<file path="src/rtl/onehot_enc_8_3_seq_pkg.sv">
// Shared constants and types for the sequential 8-to-3 one-hot/priority encoder.
// The vector is emitted one set bit per beat, MSB first.
package onehot_enc_8_3_seq_pkg;

   localparam int unsigned VEC_W  = 8;
   localparam int unsigned CODE_W = 3;

   typedef logic [VEC_W-1:0]  vec_t;
   typedef logic [CODE_W-1:0] code_t;

   // FSM state encoding, kept as plain constants for legacy tools.
   typedef logic [0:0] state_t;
   localparam state_t IDLE = 1'b0;
   localparam state_t EMIT = 1'b1;

   // Code 0 maps to bit 7, code 7 maps to bit 0.
   function automatic vec_t code_to_mask(input code_t code);
      vec_t msb;
      msb = vec_t'(1) << (VEC_W - 1);
      return msb >> code;
   endfunction

endpackage

</file>
<file path="src/rtl/onehot_enc_8_3_seq_prio_enc.sv">
// Combinational MSB-first priority encoder: code of the highest set bit, plus
// flags for an all-zero vector and for exactly one bit set.
module prio_enc_8_3
   import onehot_enc_8_3_seq_pkg::*;
(
   input  logic [VEC_W-1:0]  vec,
   output logic [CODE_W-1:0] code,
   output logic              zero,
   output logic              one
);

   always_comb begin
      code = '0;
      // Ascending scan so the most significant set bit wins.
      for (int i = 0; i < VEC_W; i++) begin
         if (vec[i]) begin
            code = code_t'(VEC_W - 1 - i);
         end
      end
   end

   always_comb begin
      zero = ~|vec;
      // Clearing the lowest set bit leaves nothing only when one bit was set.
      one  = !zero && ((vec & (vec - vec_t'(1))) == '0);
   end

endmodule

</file>
<file path="src/rtl/onehot_enc_8_3_seq.sv">
// Captures an 8-bit request vector and emits the code of each set bit, MSB
// first, one beat per out_valid/out_ready handshake.
module onehot_enc_8_3_seq
   import onehot_enc_8_3_seq_pkg::*;
(
   input  logic              clk,
   input  logic              rst,
   input  logic              in_valid,
   input  logic [VEC_W-1:0]  in_vec,
   output logic              in_ready,
   output logic              out_valid,
   input  logic              out_ready,
   output logic [CODE_W-1:0] out_code,
   output logic              out_last,
   output logic              out_none
);

   state_t state_q, state_d;
   vec_t   pend_q, pend_d;

   code_t  enc_code;
   logic   enc_zero;
   logic   enc_one;

   prio_enc_8_3 u_prio_enc (
      .vec  (pend_q),
      .code (enc_code),
      .zero (enc_zero),
      .one  (enc_one)
   );

   // Outputs come only from registered state, never from in_vec.
   always_comb begin
      in_ready  = (state_q == IDLE);
      out_valid = (state_q == EMIT);
      out_code  = out_valid ? enc_code : '0;
      out_none  = out_valid & enc_zero;
      out_last  = out_valid & (enc_one | enc_zero);
   end

   always_comb begin
      state_d = state_q;
      pend_d  = pend_q;
      unique case (state_q)
         IDLE: begin
            if (in_valid) begin
               pend_d  = in_vec;
               state_d = EMIT;
            end
         end
         EMIT: begin
            if (out_ready) begin
               pend_d = pend_q & ~code_to_mask(enc_code);
               if (out_last) begin
                  state_d = IDLE;
               end
            end
         end
         default: begin
            state_d = IDLE;
            pend_d  = '0;
         end
      endcase
   end

   always_ff @(posedge clk) begin
      if (rst) begin
         state_q <= IDLE;
         pend_q  <= '0;
      end else begin
         state_q <= state_d;
         pend_q  <= pend_d;
      end
   end

endmodule

</file>
<file path="config.mk">
export PLATFORM = sky130hd
export DESIGN_NAME = onehot_enc_8_3_seq
export DESIGN_NICKNAME = d
export VERILOG_FILES = /design/src/rtl/onehot_enc_8_3_seq_pkg.sv /design/src/rtl/onehot_enc_8_3_seq_prio_enc.sv /design/src/rtl/onehot_enc_8_3_seq.sv
export SDC_FILE = /design/constraint.sdc
export NUM_CORES = 1
export LEC_CHECK = 0
export CORE_UTILIZATION = 39
export CTS_CLUSTER_SIZE = 30
export DETAILED_ROUTE_END_ITERATION = 16
export GPL_TIMING_DRIVEN = 0
export PLACE_DENSITY = 0.69
export SLEW_MARGIN = 15
export SYNTH_ARGS = -nofsm -noshare
export SYNTH_HDL_FRONTEND = slang
export SYNTH_SLANG_ARGS = --single-unit
</file>
<file path="constraint.sdc">
create_clock -name clk -period 1.7 [get_ports clk]
set_clock_uncertainty 0.2 [all_clocks]
set_input_delay 0.34 -clock clk [delete_from_list [all_inputs] [get_ports clk]]
set_output_delay 0.34 -clock clk [all_outputs]
set_load 0.05 [all_outputs]
</file>
Word-level counts from Yosys, hierarchy flattened

Index checks and enable logic that the tools add are counted.
W data, S select, Z words.

Flip-flop bits (word level): 9
Input port bits: 12
Output and inout bits: 7

Add/subtract/negate cells: 1
Equal/unequal tests: 2
Shifts and indexed selects: 1
Multiplexer cells: 16
Bitwise gates (word level): 7
Reduce and logical (&&, ||, !) cells: 5

Operators with widths:

| operator              | number |
|---|---|
| $mux W3               | 9 |
| $and A8 B8 Y8         | 2 |
| $mux W8               | 2 |
| $pmux W8 S2           | 1 |
| $logic_not A8 Y1      | 1 |
| $not A8 Y8            | 1 |
| $reduce_or A8 Y1      | 1 |
| $shr A8 B3 Y8 const A | 1 |
| $sub A8 B1 Y8 const B | 1 |
| $ne A2 B2 Y1 const B  | 2 |
| $mux W1               | 3 |
| $and A1 B1 Y1         | 2 |
| $pmux W1 S2           | 1 |
| $reduce_and A2 Y1     | 1 |
| $logic_and A1 B1 Y1   | 1 |
| $logic_not A1 Y1      | 1 |
| $not A1 Y1            | 1 |
| $or A1 B1 Y1          | 1 |

Longest topological paths before layout

Word-level depth: 13
Mapped depth: 5
Mapped depth without buffers: 4

Modules after synthesis

From an unflattened synthesis, not the netlist that was laid out.

Cells, all modules: 75
Area total of the unflattened synthesis: 648.1 µm²

Modules (own cells, without submodules):

| module             | instances | cells each | area an instance (µm²) | seq. area each (µm²) |
|---|---|---|---|---|
| onehot_enc_8_3_seq | 1         | 53         | 505.5                  | 180.2 |
| prio_enc_8_3       | 1         | 22         | 142.6                  | 0.0 |

Worst setup path after synthesis

No wires, ideal clock.

Kind: register to output
Start point: register state_q (netlist: out_valid)
End point: output port out_code[2]
Data arrival time: 1.791 ns
Data required time: 1.160 ns
Path slack: -0.631 ns
Cell stages (with the launch flop): 4
Buffers on the path: 1
Cell sequence: dfxtp_1 > clkbuf_1 > nand2_1 > a21oi_1

Word-level cells in the longest chain between the ends: 1

RTL lines:

| item                     | line                     | text |
|---|---|---|
| start: declaration       | onehot_enc_8_3_seq.sv:18 | `state_t state_q, state_d;` |
| start signal: assignment | onehot_enc_8_3_seq.sv:71 | `state_q <= state_d;` |
| $mux W3                  | onehot_enc_8_3_seq.sv:36 | `out_code = out_valid ? enc_code : '0;` |
| end: declaration         | onehot_enc_8_3_seq.sv:13 | `output logic [CODE_W-1:0] out_code,` |

No other way between the ends.

Worst setup path in the final report

Start point: register pend_q[3]
End point: output port out_last

Word-level cells in the longest chain between the ends: 6
Elaborated cells between the ends (all ways): 8

RTL lines:

| item                     | line                              | text |
|---|---|---|
| start: declaration       | onehot_enc_8_3_seq.sv:19          | `vec_t pend_q, pend_d;` |
| start signal: assignment | onehot_enc_8_3_seq.sv:72          | `pend_q <= pend_d;` |
| $sub A8 B1 Y8            | onehot_enc_8_3_seq_prio_enc.sv:25 | `one = !zero && ((vec & (vec - vec_t'(1))) == '0);` |
| $and A8 B8 Y8            | onehot_enc_8_3_seq_prio_enc.sv:25 |  |
| $logic_not A8 Y1         | onehot_enc_8_3_seq_prio_enc.sv:25 |  |
| $logic_and A1 B1 Y1      | onehot_enc_8_3_seq_prio_enc.sv:25 |  |
| $or A1 B1 Y1 *           | onehot_enc_8_3_seq.sv:38          | `out_last = out_valid & (enc_one \| enc_zero);` |
| $and A1 B1 Y1 *          | onehot_enc_8_3_seq.sv:38          |  |
| end: declaration         | onehot_enc_8_3_seq.sv:14          | `output logic out_last,` |

Mark *: on every way between the ends. The rest lies on a longest branch, timed or not.

==> flow_metrics.env <==
export IMPL_outcome="finished, violations left"
export IMPL_violations="setup timing"
export IMPL_clk_latency_ps=260
export IMPL_max_freq_mhz=472.6
export IMPL_setup_viol_count_final=5
export IMPL_synthCells=82
export IMPL_fin_crit_sh=1.245
export IMPL_synth_edff_count=0
export IMPL_cts_buffers=3
export IMPL_tightest_slew_ps=488.1
export IMPL_dp_cells=114
export IMPL_grt_start_max_net_pins=11
export IMPL_ys_ff_latch=9
export IMPL_layout_setup_ws_ps=-416.1
export IMPL_grt_remaining_overflow=0
export IMPL_p_leak_uw=0.0003621
export IMPL_synth_nets=94
export IMPL_dr_pass1_iters=4
export IMPL_wl_per_cell_um=13.60
export IMPL_switching_share=0.3766
export IMPL_p_sw_uw=276.7
export IMPL_cts_root_buffer="clkbuf_4"
export IMPL_finalCriticalPeriod_ps=2116
export IMPL_relSlewSlack=0.6759
export IMPL_finalHoldViolCount=0
export IMPL_power_density_nw_per_um2=764.7
export IMPL_dr_first_iter_drc_count=34
export IMPL_holdBufCountCts=0
export IMPL_path_cells="nor3_4 > a21oi_1 > o41ai_2 > and3_4 > buf_8"
export IMPL_routed_via_density=5.504
export IMPL_synth_area_um2=593.1
export IMPL_path_buf_inv=1
export IMPL_area_growth_synth_to_final_pct=62.03
export IMPL_path_class="flop to output port"
export IMPL_ant_nets=0
export IMPL_initial_core_util=0.4393
export IMPL_internal_power_uw=458.1
export IMPL_ys_async_sr_fraction=0
export IMPL_yosysUniqueCellTypes=30
export IMPL_grt_use_total=0.2332
export IMPL_yosys_warnings=0
export IMPL_cp_top_family="simple AND/OR/NAND/NOR gates"
export IMPL_n_antenna_cell=0
export IMPL_antenna_found_initial=0
export IMPL_gp_congestion=0.7911
export IMPL_slowest_delay_ps=360
export IMPL_io_pins=19
export IMPL_grt_pass1_wl_um=2525
export IMPL_final_cells=121
export IMPL_dpl_hpwl_um=1035
export IMPL_grt_pass1_vias=551
export IMPL_end_kind="output port"
export IMPL_nets=119
export IMPL_drv_cap=0
export IMPL_port_buffers=17
export IMPL_die_h_um=41.00
export IMPL_avgSynthCellArea_um2=7.233
export IMPL_die_w_um=41.00
export IMPL_pwr_share_clk=0.231
export IMPL_seqPwrFrac=0.349
export IMPL_arrival_ps=1580
export IMPL_fill_cells=123
export IMPL_numClockSinks=9
export IMPL_start_kind="flop"
export IMPL_rsz0062_at_grt="true"
export IMPL_vias=666
export IMPL_drcViolationCount=0
export IMPL_row_count=13
export IMPL_cts_tree="done"
export IMPL_layout_drive_gt1_share=0.4151
export IMPL_die_area_um2=1681
export IMPL_yosysSeqAreaShare=0.3038
export IMPL_slew_viol_final=0
export IMPL_ir_drop_mv=0.4245
export IMPL_required_ps=1160
export IMPL_p_comb_frac=0.420
export IMPL_ys_flop_type="dfxtp_1"
export IMPL_hold_path_class="input port to flop"
export IMPL_holdWs_ps=272.1
export IMPL_drt_total_wl_um=1646
export IMPL_cts_buffer_depth=2
export IMPL_cts_htree_levels=1
export IMPL_clk_pin_slew_ps=70
export IMPL_worst_path_max_fanout=4
export IMPL_core_area_um2=1350
export IMPL_cpMaxStageDelayCell="dfxtp_4"
## cell usage after synthesis (2+ instances only)
cell type  instances  share of area
a31oi_1            2          0.021
o211ai_1           2          0.025
a21oi_1            9          0.076
buf_1              2          0.013
dfxtp_1            9           0.30
inv_1              3          0.019
nor2b_1            2          0.021
clkbuf_1           2          0.013
nand2b_1           3          0.032
nand2_1           10          0.063
nor2_1             9          0.057
o21ai_0            4          0.034
and3_1             3          0.032
nand3_1            6          0.051
## state kept, by name, indices dropped and copies added, names as in the netlist
name,cells
out_valid,1
pend_q,8
## per-layer routing
metal  GRT usage  wire length [um]  vias up
met5           0                 0        -
met4     0.09167                 6        0
met3     0.05435                81        2
met2      0.3359               782       28
met1      0.3279               776      292
li1            -                 -      344
## power by group through the flow
| stage | logic (uW) | registers (uW) | clock network (uW) |
|---|---|---|---|
| after global placement | 274 | 245 | 0 |
| after floorplan | 191 | 250 | 0 |
| after detailed placement | 273 | 245 | 0 |
| after CTS | 295 | 254 | 175 |
| after global routing | 331 | 260 | 188 |
| final | 309 | 257 | 170 |
## cell usage in the layout (no fill, tap or decap), drive strengths merged
master / count
inv: 2
nand2b: 3
and3: 3
a221oi: 1
o41ai: 1
o31ai: 1
clkinvlp: 1
nor3: 1
nor2b: 2
o21ai: 5
a31oi: 2
o211ai: 2
a21oi: 10
nor2: 9
clkdlybuf4s50: 10
o21a: 1
nand3b: 1
a211oi: 1
nand2: 10
a222oi: 1
clkbuf: 5
buf: 15
a2111oi: 1
nor4: 1
nand3: 6
dfxtp: 9
and2: 1
dlygate4sd2: 1
## cell type report
type                       count  area [um^2]  share of cell area
multi-input combinational     63        436.7              0.4544
timing repair buffer          24        241.5              0.2513
sequential                     9        206.4              0.2148
clock buffer                   4        26.28             0.02734
tap                           15        18.77             0.01953
buffer                         3        16.27             0.01693
inverter                       3        15.01             0.01562
## timing repair
action | 4_1_cts | 5_1_grt
buffers inserted | 6 | 1
setup endpoints to repair | 8 | 8
pin swaps | 7 | 8
resized for setup | 65 | 9
## worst paths after layout
check	startpoint	to	slack (ps)	cells after the start
max	pend_q[3]	out_last	-420	5
min	rst	pend_q[3]	270	2
max reg2reg	pend_q[7]	pend_q[6]	50	5
min reg2reg	pend_q[0]	pend_q[0]	320	2
## cell families after synthesis
| kind of cell | count (synthesis) | synth area share |
|---|---|---|
| AOI/OAI and AO/OA | 26 | 0.2890 |
| buffers and inverters | 10 | 0.08439 |
| DFF | 9 | 0.3038 |
| and+or+nand+nor | 37 | 0.3228 |
## through the flow
| step | total power, uW | setup slack [ps] | utilization | setup TNS (ps) | cell area [um^2] |
|---|---|---|---|---|---|
| floorplan | 440.9 | -103.4 | - | -289.5 | 643.1 |
| global placement | 519.3 | -820.3 | 0.6163 | -4976 | 832.0 |
| detailed placement | 518.5 | -823.3 | 0.6163 | -4963 | 832.0 |
| CTS | 724.6 | -494.5 | 0.6886 | -1364 | 929.6 |
| global route | 778.6 | -498.7 | 0.7118 | -1935 | 960.9 |
| finish | 734.8 | -416.1 | 0.7118 | -1548 | 960.9 |
Note: power is estimated with default switching activity, not from simulation.
==> RTL edit, RTL diff (same settings) <==
Change the package constant `CODE_W` from 3 to 6.
--- a/src/rtl/onehot_enc_8_3_seq_pkg.sv
+++ b/src/rtl/onehot_enc_8_3_seq_pkg.sv
@@ -3,7 +3,7 @@
 package onehot_enc_8_3_seq_pkg;
 
    localparam int unsigned VEC_W  = 8;
-   localparam int unsigned CODE_W = 3;
+   localparam int unsigned CODE_W = 6;
 
    typedef logic [VEC_W-1:0]  vec_t;
    typedef logic [CODE_W-1:0] code_t;
Interface: changed (resized out_code); port bits go from 19 to 22. The function was not compared with the original's and may differ.
==> RTL edit against the original RTL <==
  * The flow still finishes with violations (setup timing)
  * Via count increased by 13%
  * Synthesized area increased by 4.4%
  * Setup slack got worse by 0.017 ns
  * Count of clock-buffer cells in the layout unchanged
  * Final area increased by 6.0%
  * Total power increased by 5.6%
  * Cell count increased by 8.3%
  * Routed wire length increased by 13%
  * Sequential cell count unchanged
==> RTL edit: results (changes against the original RTL) <==
- Clk root buf: clkbuf_4 (unchanged)
- Ys async rst share: 0% (unchanged)
- Place WS: -0.8718 ns (was -0.8233 ns)
- Cells after synthesis: 86 (was 82)
- Clock-pin slew on the worst setup and hold paths: 0.06 ns
- DRC viols: 0 (unchanged)
- Ant diodes: 0 (unchanged)
- HP Class: in -> reg (unchanged)
- Final TNS setup: -1.405 ns (was -1.548 ns)
- Final Max Tran Viols: 0 (unchanged)
- Met1 GRT Util: 31.17% (was 32.79%)
- Vias in the first global route: 679 (was 551)
- M2 GR Usage: 35.63% (was 33.59%)
- Static leakage: 0.3989 nW (was 0.3621 nW)
- Status: complete, but fails checks (unchanged)
- Max Fanout on Critical Path: 8 (was 4)
- DRT Pass-1 Iters: 4 (unchanged)
- Largest register FFs: 8 (unchanged)
- Met3 Track Usage GR: 4.783% (was 5.435%)
- Slowest CP cell: dfxtp_4 (unchanged)
- CTS H-tree lvls: 1 (unchanged)
- Synth warn: 0 (unchanged)
- Ys flop type: dfxtp_1 (unchanged)
- Top post-synthesis cells by area: dfxtp_1, a21oi_1, nand2_1 (unchanged)
- Final setup vio count: 5 (unchanged)
- Initial antenna violation count: 0 (unchanged)
- Total Wirelength: 1866 um (was 1646 um)
- Global-route wire length before repair: 3125 um (was 2525 um)
- Drt via density: 5.725 (was 5.504)
- Die area: 1751 um^2 (was 1681 um^2)
- Dpl cells: 121 (was 114)
- PortBufs: 17 (unchanged)
- Final RePlAce weighted congestion: 0.8496 (was 0.7911)
- Failing checks: setup timing (unchanged)
- Final setup margin: -0.4332 ns (was -0.4161 ns)
- Via count: 750 (was 666)
- Largest net degree at the start of global routing: 11 (unchanged)
- Clock latency on the worst-skew pair: 0.26 ns (about the same)
- Slowest stage delay, CP: 0.38 ns (was 0.36 ns)
- Worst VDD drop: 0.0003438 V (was 0.0004245 V)
- Worst path arrival time: 1.59 ns
- Sequential element share of the synthesized area: 29.09% (was 30.38%)
- Clock buffer depth: 2 (unchanged)
- Count of different cell masters after synthesis: 31 (was 30)
- Initial DRC Count: 24 (was 34)
- DP Wirelength: 1177 um (was 1035 um)
- Net Sw Power: 0.0003002 W (was 0.0002767 W)
- CTS Buf Count: 3 (unchanged)
- Top reg by flops: pend_q (unchanged)
- GRT Util Overall: 23.37% (was 23.32%)
- Nets: 128 (was 119)
- Dpl cell area: 867.1 um^2 (was 832.0 um^2)
- Post-synth top cells: nand2_1, a21oi_1, dfxtp_1, nor2_1, nand3_1 (unchanged)
- Share of cells above drive strength 1: 46.09% (was 41.51%)
-- RTL edit: path summary, 6_finish.rpt --
check	startpoint	endpoint	slack [ns]	cells after the start
worst max-delay path	pend_q[6]$_SDFFE_PP0P_	out_last	-0.43	5
worst min-delay path	rst	pend_q[3]$_SDFFE_PP0P_	0.28	2
worst min register to register	pend_q[0]$_SDFFE_PP0P_	pend_q[0]$_SDFFE_PP0P_	0.31	2
worst max register to register	pend_q[1]$_SDFFE_PP0P_	pend_q[6]$_SDFFE_PP0P_	0.07	6
-- RTL edit: area by class of cell --
type	count	area [um^2]
timing repair buffer	27	251.5
multi-input combinational	66	460.4
tap	16	20.02
sequential	9	202.7
buffer	6	42.54
fill	129	470.5
inverter	3	15.01
clock buffer	4	26.28
-- RTL edit: what timing repair did --
action,in CTS,in global routing
pin swaps,7,6
endpoints found under the hold margin,0,0
setup endpoints to repair,8,9
buffers inserted,8,2
hold buffers,0,0
resized for setup,64,11
-- RTL edit: kinds of logic (layout without fill, tap and decap cells) --
group,Yosys count,after routing,share of synthesized area [%]
DFF,9,9,29.09
buffers and inverters,13,40,11.72
and+or+nand+nor,37,37,30.91
AOI/OAI and AO/OA,26,26,27.68
other,1,3,0.6055
-- RTL edit: routing by layer --
metal,vias to the layer above,wire [um],share of wire [%]
met5,-,0,0
met4,0,27,1.4
met3,6,104,5.6
met2,34,940,50
met1,350,793,42
li1,360,-,-
-- RTL edit: power groups by stage --
stage / clock network (W) / registers (W) / logic, W
2_1_floorplan: 0 / 0.000250 / 0.000210
3_3_place_gp: 0 / 0.000245 / 0.000293
3_5_place_dp: 0 / 0.000246 / 0.000297
4_1_cts: 0.000173 / 0.000256 / 0.000330
5_1_grt: 0.000189 / 0.000260 / 0.000374
6_report: 0.000166 / 0.000259 / 0.000352
-- RTL edit: worst max-delay path, delay by kind of cell, from the launching register on --
kind / cells / cell delay (ns)
AOI/OAI and AO/OA: 3 / 0.58
buffers and inverters: 1 / 0.14
DFF: 1 / 0.38
and+or+nand+nor: 1 / 0.24
-- RTL edit: per-stage QoR --
| step | power [W] | hold slack (ns) | util (%) |
|---|---|---|---|
| floorplan | 0.0004606 | 0.2744 | - |
| global placement | 0.0005381 | 0.2935 | 58.24 |
| detailed placement | 0.0005435 | 0.2999 | 58.24 |
| CTS | 0.0007582 | 0.2962 | 66.05 |
| global route | 0.0008240 | 0.3229 | 68.40 |
| finish | 0.0007763 | 0.2820 | 68.40 |
